===== src/rtl/lfsr_pkg.sv =====
// Shared widths, register offsets and byte-packing helper for the LFSR datapath.
package lfsr_pkg;

  localparam int unsigned LFSR_BYTE_W    = 8;
  localparam int unsigned WORD_W         = 32;
  localparam int unsigned BYTES_PER_WORD = 4;
  localparam int unsigned DROP_CNT_W     = 8;
  localparam int unsigned BYTE_IDX_W     = $clog2(BYTES_PER_WORD);

  // Register map offsets; 0x10 becomes reachable once the address width grows.
  localparam logic [7:0] REG_LFSR_DATA_OFFSET   = 8'h0C;
  localparam logic [7:0] REG_PACK_STATUS_OFFSET = 8'h10;

  typedef logic [WORD_W-1:0]      word_t;
  typedef logic [LFSR_BYTE_W-1:0] lfsr_byte_t;
  typedef logic [BYTE_IDX_W-1:0]  byte_idx_t;

  // Little-endian lane insert: byte k occupies bits [8k+7:8k].
  function automatic word_t insert_byte(word_t w, byte_idx_t idx, lfsr_byte_t b);
    word_t r;
    r = w;
    r[int'(idx) * LFSR_BYTE_W +: LFSR_BYTE_W] = b;
    return r;
  endfunction

endpackage


===== src/rtl/lfsr_word_fifo.sv =====
// Synchronous word FIFO with explicit level counter; a push into a full FIFO is
// accepted when a pop happens on the same edge.
module lfsr_word_fifo #(
  parameter int unsigned DEPTH = 8,
  parameter int unsigned WIDTH = 32
) (
  input  logic                     clk,
  input  logic                     rst,
  input  logic                     push,
  input  logic [WIDTH-1:0]         push_data,
  input  logic                     pop,
  output logic [WIDTH-1:0]         pop_data,
  output logic                     full,
  output logic                     empty,
  output logic [$clog2(DEPTH):0]   level
);

  localparam int unsigned AW = $clog2(DEPTH);
  localparam int unsigned LW = AW + 1;

  logic [WIDTH-1:0] mem [DEPTH];
  logic [AW-1:0]    wr_ptr_q, rd_ptr_q;
  logic [LW-1:0]    level_q, level_d;
  logic             do_push, do_pop;

  assign full     = (level_q == LW'(DEPTH));
  assign empty    = (level_q == '0);
  assign level    = level_q;
  assign pop_data = mem[rd_ptr_q];

  assign do_pop  = pop && !empty;
  assign do_push = push && (!full || do_pop);

  always_comb begin
    level_d = level_q;
    unique case ({do_push, do_pop})
      2'b10:   level_d = level_q + 1'b1;
      2'b01:   level_d = level_q - 1'b1;
      default: level_d = level_q;
    endcase
  end

  always_ff @(posedge clk) begin
    if (rst) begin
      wr_ptr_q <= '0;
      rd_ptr_q <= '0;
      level_q  <= '0;
    end else begin
      if (do_push) wr_ptr_q <= wr_ptr_q + 1'b1;
      if (do_pop)  rd_ptr_q <= rd_ptr_q + 1'b1;
      level_q <= level_d;
    end
  end

  // Storage needs no reset; occupancy is tracked by the pointers and level.
  always_ff @(posedge clk) begin
    if (!rst && do_push) mem[wr_ptr_q] <= push_data;
  end

endmodule


===== src/rtl/lfsr_word_packer.sv =====
// Packs LFSR bytes into 32-bit words, buffers them and streams them out over
// AXI-Stream with per-packet tlast, reporting level, overflow and drops.
module lfsr_word_packer
  import lfsr_pkg::*;
#(
  parameter int unsigned DEPTH     = 8,
  parameter int unsigned PKT_WORDS = 16
) (
  input  logic                     clk,
  input  logic                     rst,
  input  logic [LFSR_BYTE_W-1:0]   sample_in,
  input  logic                     sample_valid,
  input  logic                     clear,
  output logic [WORD_W-1:0]        m_axis_tdata,
  output logic                     m_axis_tvalid,
  input  logic                     m_axis_tready,
  output logic                     m_axis_tlast,
  output logic [$clog2(DEPTH):0]   level,
  output logic                     overflow,
  output logic [DROP_CNT_W-1:0]    drop_count
);

  localparam int unsigned PktCntW = (PKT_WORDS > 1) ? $clog2(PKT_WORDS) : 1;

  logic                  soft_rst;
  byte_idx_t             byte_idx_q, byte_idx_d;
  word_t                 acc_q, acc_d;
  word_t                 packed_word;
  logic [PktCntW-1:0]    pkt_cnt_q, pkt_cnt_d;
  logic                  overflow_q, overflow_d;
  logic [DROP_CNT_W-1:0] drop_cnt_q, drop_cnt_d;
  logic                  word_done, pop, drop;
  logic                  fifo_full, fifo_empty;

  assign soft_rst    = rst | clear;
  assign packed_word = insert_byte(acc_q, byte_idx_q, sample_in);
  assign word_done   = sample_valid && (byte_idx_q == BYTE_IDX_W'(BYTES_PER_WORD - 1));

  assign m_axis_tvalid = !fifo_empty;
  assign m_axis_tlast  = m_axis_tvalid && (pkt_cnt_q == PktCntW'(PKT_WORDS - 1));
  assign pop           = m_axis_tvalid && m_axis_tready;
  // Full with a same-cycle pop still accepts, so only a stalled full FIFO drops.
  assign drop          = word_done && fifo_full && !pop;

  assign overflow   = overflow_q;
  assign drop_count = drop_cnt_q;

  lfsr_word_fifo #(
    .DEPTH (DEPTH),
    .WIDTH (WORD_W)
  ) u_fifo (
    .clk       (clk),
    .rst       (soft_rst),
    .push      (word_done),
    .push_data (packed_word),
    .pop       (pop),
    .pop_data  (m_axis_tdata),
    .full      (fifo_full),
    .empty     (fifo_empty),
    .level     (level)
  );

  always_comb begin
    byte_idx_d = byte_idx_q;
    acc_d      = acc_q;
    pkt_cnt_d  = pkt_cnt_q;
    overflow_d = overflow_q | drop;
    drop_cnt_d = drop_cnt_q;

    if (sample_valid) begin
      byte_idx_d = byte_idx_q + 1'b1;
      acc_d      = packed_word;
    end

    if (pop) begin
      pkt_cnt_d = m_axis_tlast ? '0 : pkt_cnt_q + 1'b1;
    end

    if (drop && (drop_cnt_q != '1)) begin
      drop_cnt_d = drop_cnt_q + 1'b1;
    end
  end

  always_ff @(posedge clk) begin
    if (soft_rst) begin
      byte_idx_q <= '0;
      acc_q      <= '0;
      pkt_cnt_q  <= '0;
      overflow_q <= 1'b0;
      drop_cnt_q <= '0;
    end else begin
      byte_idx_q <= byte_idx_d;
      acc_q      <= acc_d;
      pkt_cnt_q  <= pkt_cnt_d;
      overflow_q <= overflow_d;
      drop_cnt_q <= drop_cnt_d;
    end
  end

endmodule


===== config.mk =====
export PLATFORM = sky130hd
export DESIGN_NAME = lfsr_word_packer
export DESIGN_NICKNAME = d
export VERILOG_FILES = /design/src/rtl/lfsr_pkg.sv /design/src/rtl/lfsr_word_fifo.sv /design/src/rtl/lfsr_word_packer.sv
export SDC_FILE = /design/constraint.sdc
export NUM_CORES = 1
export LEC_CHECK = 0
export BUFFER_PORTS_ARGS = -buffer_cell sky130_fd_sc_hd__buf_2
export CAP_MARGIN = 20
export CORE_MARGIN = 2
export CORE_UTILIZATION = 40
export DETAILED_ROUTE_END_ITERATION = 16
export MAX_ROUTING_LAYER = met4
export PLACE_DENSITY = 0.63
export SLEW_MARGIN = 15
export SYNTH_ARGS = -nofsm -noshare
export SYNTH_HDL_FRONTEND = slang
export SYNTH_SLANG_ARGS = --single-unit

===== constraint.sdc =====
create_clock -name clk -period 12.22 [get_ports clk]
set_clock_uncertainty 0.15 [all_clocks]
set_input_delay 1.222 -clock clk [delete_from_list [all_inputs] [get_ports clk]]
set_output_delay 1.222 -clock clk [all_outputs]
set_load 0.02 [all_outputs]

==> flow_summary_export.csv <==
group,metric,value,unit
critical_path,crit_required,10850,ps
worst_hold_path,holdPathStages,2,
logic_synthesis,synth_cell_type_count,40,
sta,timing.setup.tns,0,ps
logic_synthesis,yosysSeqAreaShare,70.67,%
floorplan,std_cell_rows,64,
clock_network,insertion_delay,500,ps
sta,min_period,4450,ps
global_routing,grt_max_degree,69,
pwr,p_int,1.801,mW
global_routing,grt_pass1_wl,38530,um
cells_and_area,multi_input_area,3563,um^2
critical_path,timing.rr.end,"u_fifo.mem[3][24]$_DFFE_PP_",
routing,ant_nets,0,
critical_path,r2r_setup_slack,9120,ps
cells_and_area,post-route-util,47.50,%
logic_synthesis,synth_edf_count,256,
clock_network,htree_levels,2,
clock_network,postCtsSetupBuffers,0,
clock_network,cts_hold_buf,0,
routing,drc_errors,0,
cells_and_area,fillers,2635,
pwr,comb_power_share,1.9,%
floorplan,core-area,30750,um^2
cells_and_area,final_nets,847,
logic_synthesis,postSynth.asyncResetShare,0,%
critical_path,ff2ff_path_depth,6,
clock_network,cts_resized,0,
pwr,p_seq_share,52.2,%
critical_path,cp.arrival,3080,ps
place,dp_hpwl,14480,um
sta,min_period_over_period,36.42,%
logic_synthesis,yosysWarningCount,0,
clock_network,cts.sinks,316,
logic_synthesis,syn_inst,748,
pwr,peakVddDrop,0.08914,mV
sta,hold_viol,0,
clock_network,cts_tree,"built",
pwr,power.density,153.1,nW/um^2
critical_path,cp_max_fo,37,
global_routing,track_usage,15.72,%
run,drv_cap,0,
clock_network,cts-root-buf,"clkbuf_16",
logic_synthesis,netlist_area,12580,um^2
critical_path,critPathCaptureType,"output pin",
routing,via_count,6669,
critical_path,cp-start-kind,"register",
cells_and_area,syn_to_final_growth,16.14,%
cells_and_area,regArea,8895,um^2
routing,drt-total-wl,24740,um
logic_synthesis,syn-num-nets,775,
worst_hold_path,hp-start,"acc_q[28]$_SDFFE_PP0P_",
pwr,p_sw,436.2,uW
pwr,pwr-share-clk,45.9,%
cells_and_area,layout-drive-gt1-share,28.52,%
sta,slew_headroom,30.43,%
place,gp_congestion,0.7739,
run_status,status,"finished, final reports clean",
floorplan,fp.dieW,181.3,um
global_routing,grt_pass1_vias,6742,
place,post_dp_cell_area,13370,um^2
floorplan,initial_core_util,40.90,%
sta,maxSlewViolCount,0,
floorplan,io_pins,60,
clock_network,clkTransAtPathRegs,60,ps
sta,rsz0062_at_grt,"no",
cells_and_area,diodes,0,
global_routing,grt_overflow,0,
clock_network,cts_buffers,34,
clock_network,clock_path_buffers,3,
sta,setup_violations,0,
pwr,finalPower,2.237,mW
worst_hold_path,hp-class,"register to register",
place,io_buffers,59,
routing,viasPerCell,5.374,
routing,drt-pass1-iter-count,4,
routing,drtIter0Drc,615,
critical_path,reg2reg_from,"byte_idx_q[0]$_SDFFE_PP0P_",
routing,routedWlPerCell,19.93,um
floorplan,dieArea,32880,um^2
floorplan,dieHeight,181.3,um
sta,max_freq,224.7,MHz
logic_synthesis,ys_seq_elements,316,
global_routing,antenna_found_initial,1,
logic_synthesis,ys.flop_type,"edfxtp_1",
logic_synthesis,avgSynthCellArea,16.81,um^2
worst_hold_path,hold_end,"acc_q[28]$_SDFFE_PP0P_",
pwr,p_leak,4.752,nW
cells_and_area,design_area,14610,um^2
critical_path,critical_path_class,"register to output pin",
sta,worstMarginPinSlew,1044,ps
pwr,swShare,19.50,%
## layer usage
metal  share of wire (%)  global-route usage, %  wire length [um]
met4                 2.0                  4.033               495
met5                   0                      -                 0
met2                  48                  24.80             11990
met3                 3.8                  2.540               947
met1                  46                  21.42             11310
## synth_stat cells (all sizes together), types with 2 or more instances
| cell | number | area share, % |
|---|---|---|
| buf | 12 | 0.45 |
| or4 | 5 | 0.30 |
| nor2 | 60 | 1.8 |
| edfxtp | 256 | 61 |
| a21oi | 13 | 0.52 |
| a311oi | 34 | 2.4 |
| dfxtp | 60 | 9.6 |
| inv | 8 | 0.24 |
| o41ai | 4 | 0.28 |
| xnor2 | 3 | 0.21 |
| nand2b | 35 | 1.7 |
| nand2 | 80 | 2.4 |
| ha | 13 | 1.3 |
| or3 | 5 | 0.33 |
| clkbuf | 25 | 0.75 |
| and4 | 2 | 0.14 |
| nand3 | 5 | 0.20 |
| xor2 | 5 | 0.35 |
| mux4 | 64 | 11 |
| nor3 | 5 | 0.20 |
| mux2 | 32 | 2.9 |
| mux2i | 2 | 0.16 |
| o31ai | 4 | 0.24 |
| o21ai | 3 | 0.12 |
| or2 | 2 | 0.099 |
## stage by stage
| stage | worst slack, ps | hold slack [ps] | cells |
|---|---|---|---|
| 2_1_floorplan | 7283 | 303.6 | 748 |
| 3_3_place_gp | 7863 | 300.1 | 1175 |
| 3_5_place_dp | 7824 | 319.8 | 1176 |
| 4_1_cts | 7654 | 326.0 | 1237 |
| 5_1_grt | 7508 | 348.6 | 1241 |
| 6_report | 7770 | 328.6 | 1241 |
## critical path: stages (launching register included)
cell,delay (ps)
dfxtp_4,710
buf_4,740
mux4_2,600
mux2_2,330
buf_2,180
## worst max-delay path by stage
stage                                            end  depth (start not counted)  slack, ps         start
final                               m_axis_tdata[20]                          4       7770      register
after global routing                m_axis_tdata[20]                          4       7510      register
after CTS                           m_axis_tdata[20]                          4       7650      register
after global placement    u_fifo.mem[7][5]$_DFFE_PP_                          6       7860  sample_valid
after detailed placement  u_fifo.mem[4][1]$_DFFE_PP_                          6       7820  sample_valid
after floorplan           u_fifo.mem[1][0]$_DFFE_PP_                          5       7280  sample_valid
## kinds of logic (layout without fill, tap and decap cells)
kind of cell / count (synthesis) / in the layout / share of synthesized area (%)
buf+inv: 45 / 142 / 1.433
compound gates: 62 / 62 / 3.780
mux: 98 / 98 / 14.48
fa+ha+maj: 14 / 14 / 1.452
xor+xnor: 8 / 8 / 0.5571
flops: 316 / 316 / 70.67
simple gates: 205 / 205 / 7.620
## layout by cell type (no fill, tap or decap), types with 4 or more instances in the layout
master and n:
edfxtp_1 256, nand2_1 80, mux4_2 64, buf_2 59
dfxtp_1 57, nor2_1 54, nand2b_1 35, clkbuf_16 35
a311oi_1 34, mux2_2 32, a21oi_1 13, ha_1 13
clkbuf_8 9, buf_4 9, inv_1 7, nor2_4 6
clkbuf_1 6, xor2_1 5, nand3_1 5, or4_1 5
clkinv_2 5, o41ai_1 4, o31ai_1 4, buf_16 4
## state kept, by name (all words and copies together) (netlist names), named ones only
signal	cells
acc_q	32
pkt_cnt_q	4
drop_count	8
byte_idx_q	2
u_fifo.level	4
u_fifo.rd_ptr_q	3
u_fifo.mem	256
u_fifo.wr_ptr_q	3
overflow	1
## cell type report
cell class                 instances  share of cell area [%]
timing repair buffer              73                   3.264
sequential                       316                   60.90
multi-input combinational        387                   24.40
clock buffer                      49                   6.973
clock inverter                    12                  0.8737
tap                              396                   3.392
inverter                           8                  0.2056
## power groups by stage
stage,combinational (mW),sequential [mW],clock (mW)
global route,0.0474,1.17,1.09
detailed placement,0.0429,1.19,0
CTS,0.0430,1.17,1.05
floorplan,0.0270,1.19,0
finish,0.0428,1.17,1.03
global placement,0.0412,1.19,0
Power figures use the tool's default switching activity.
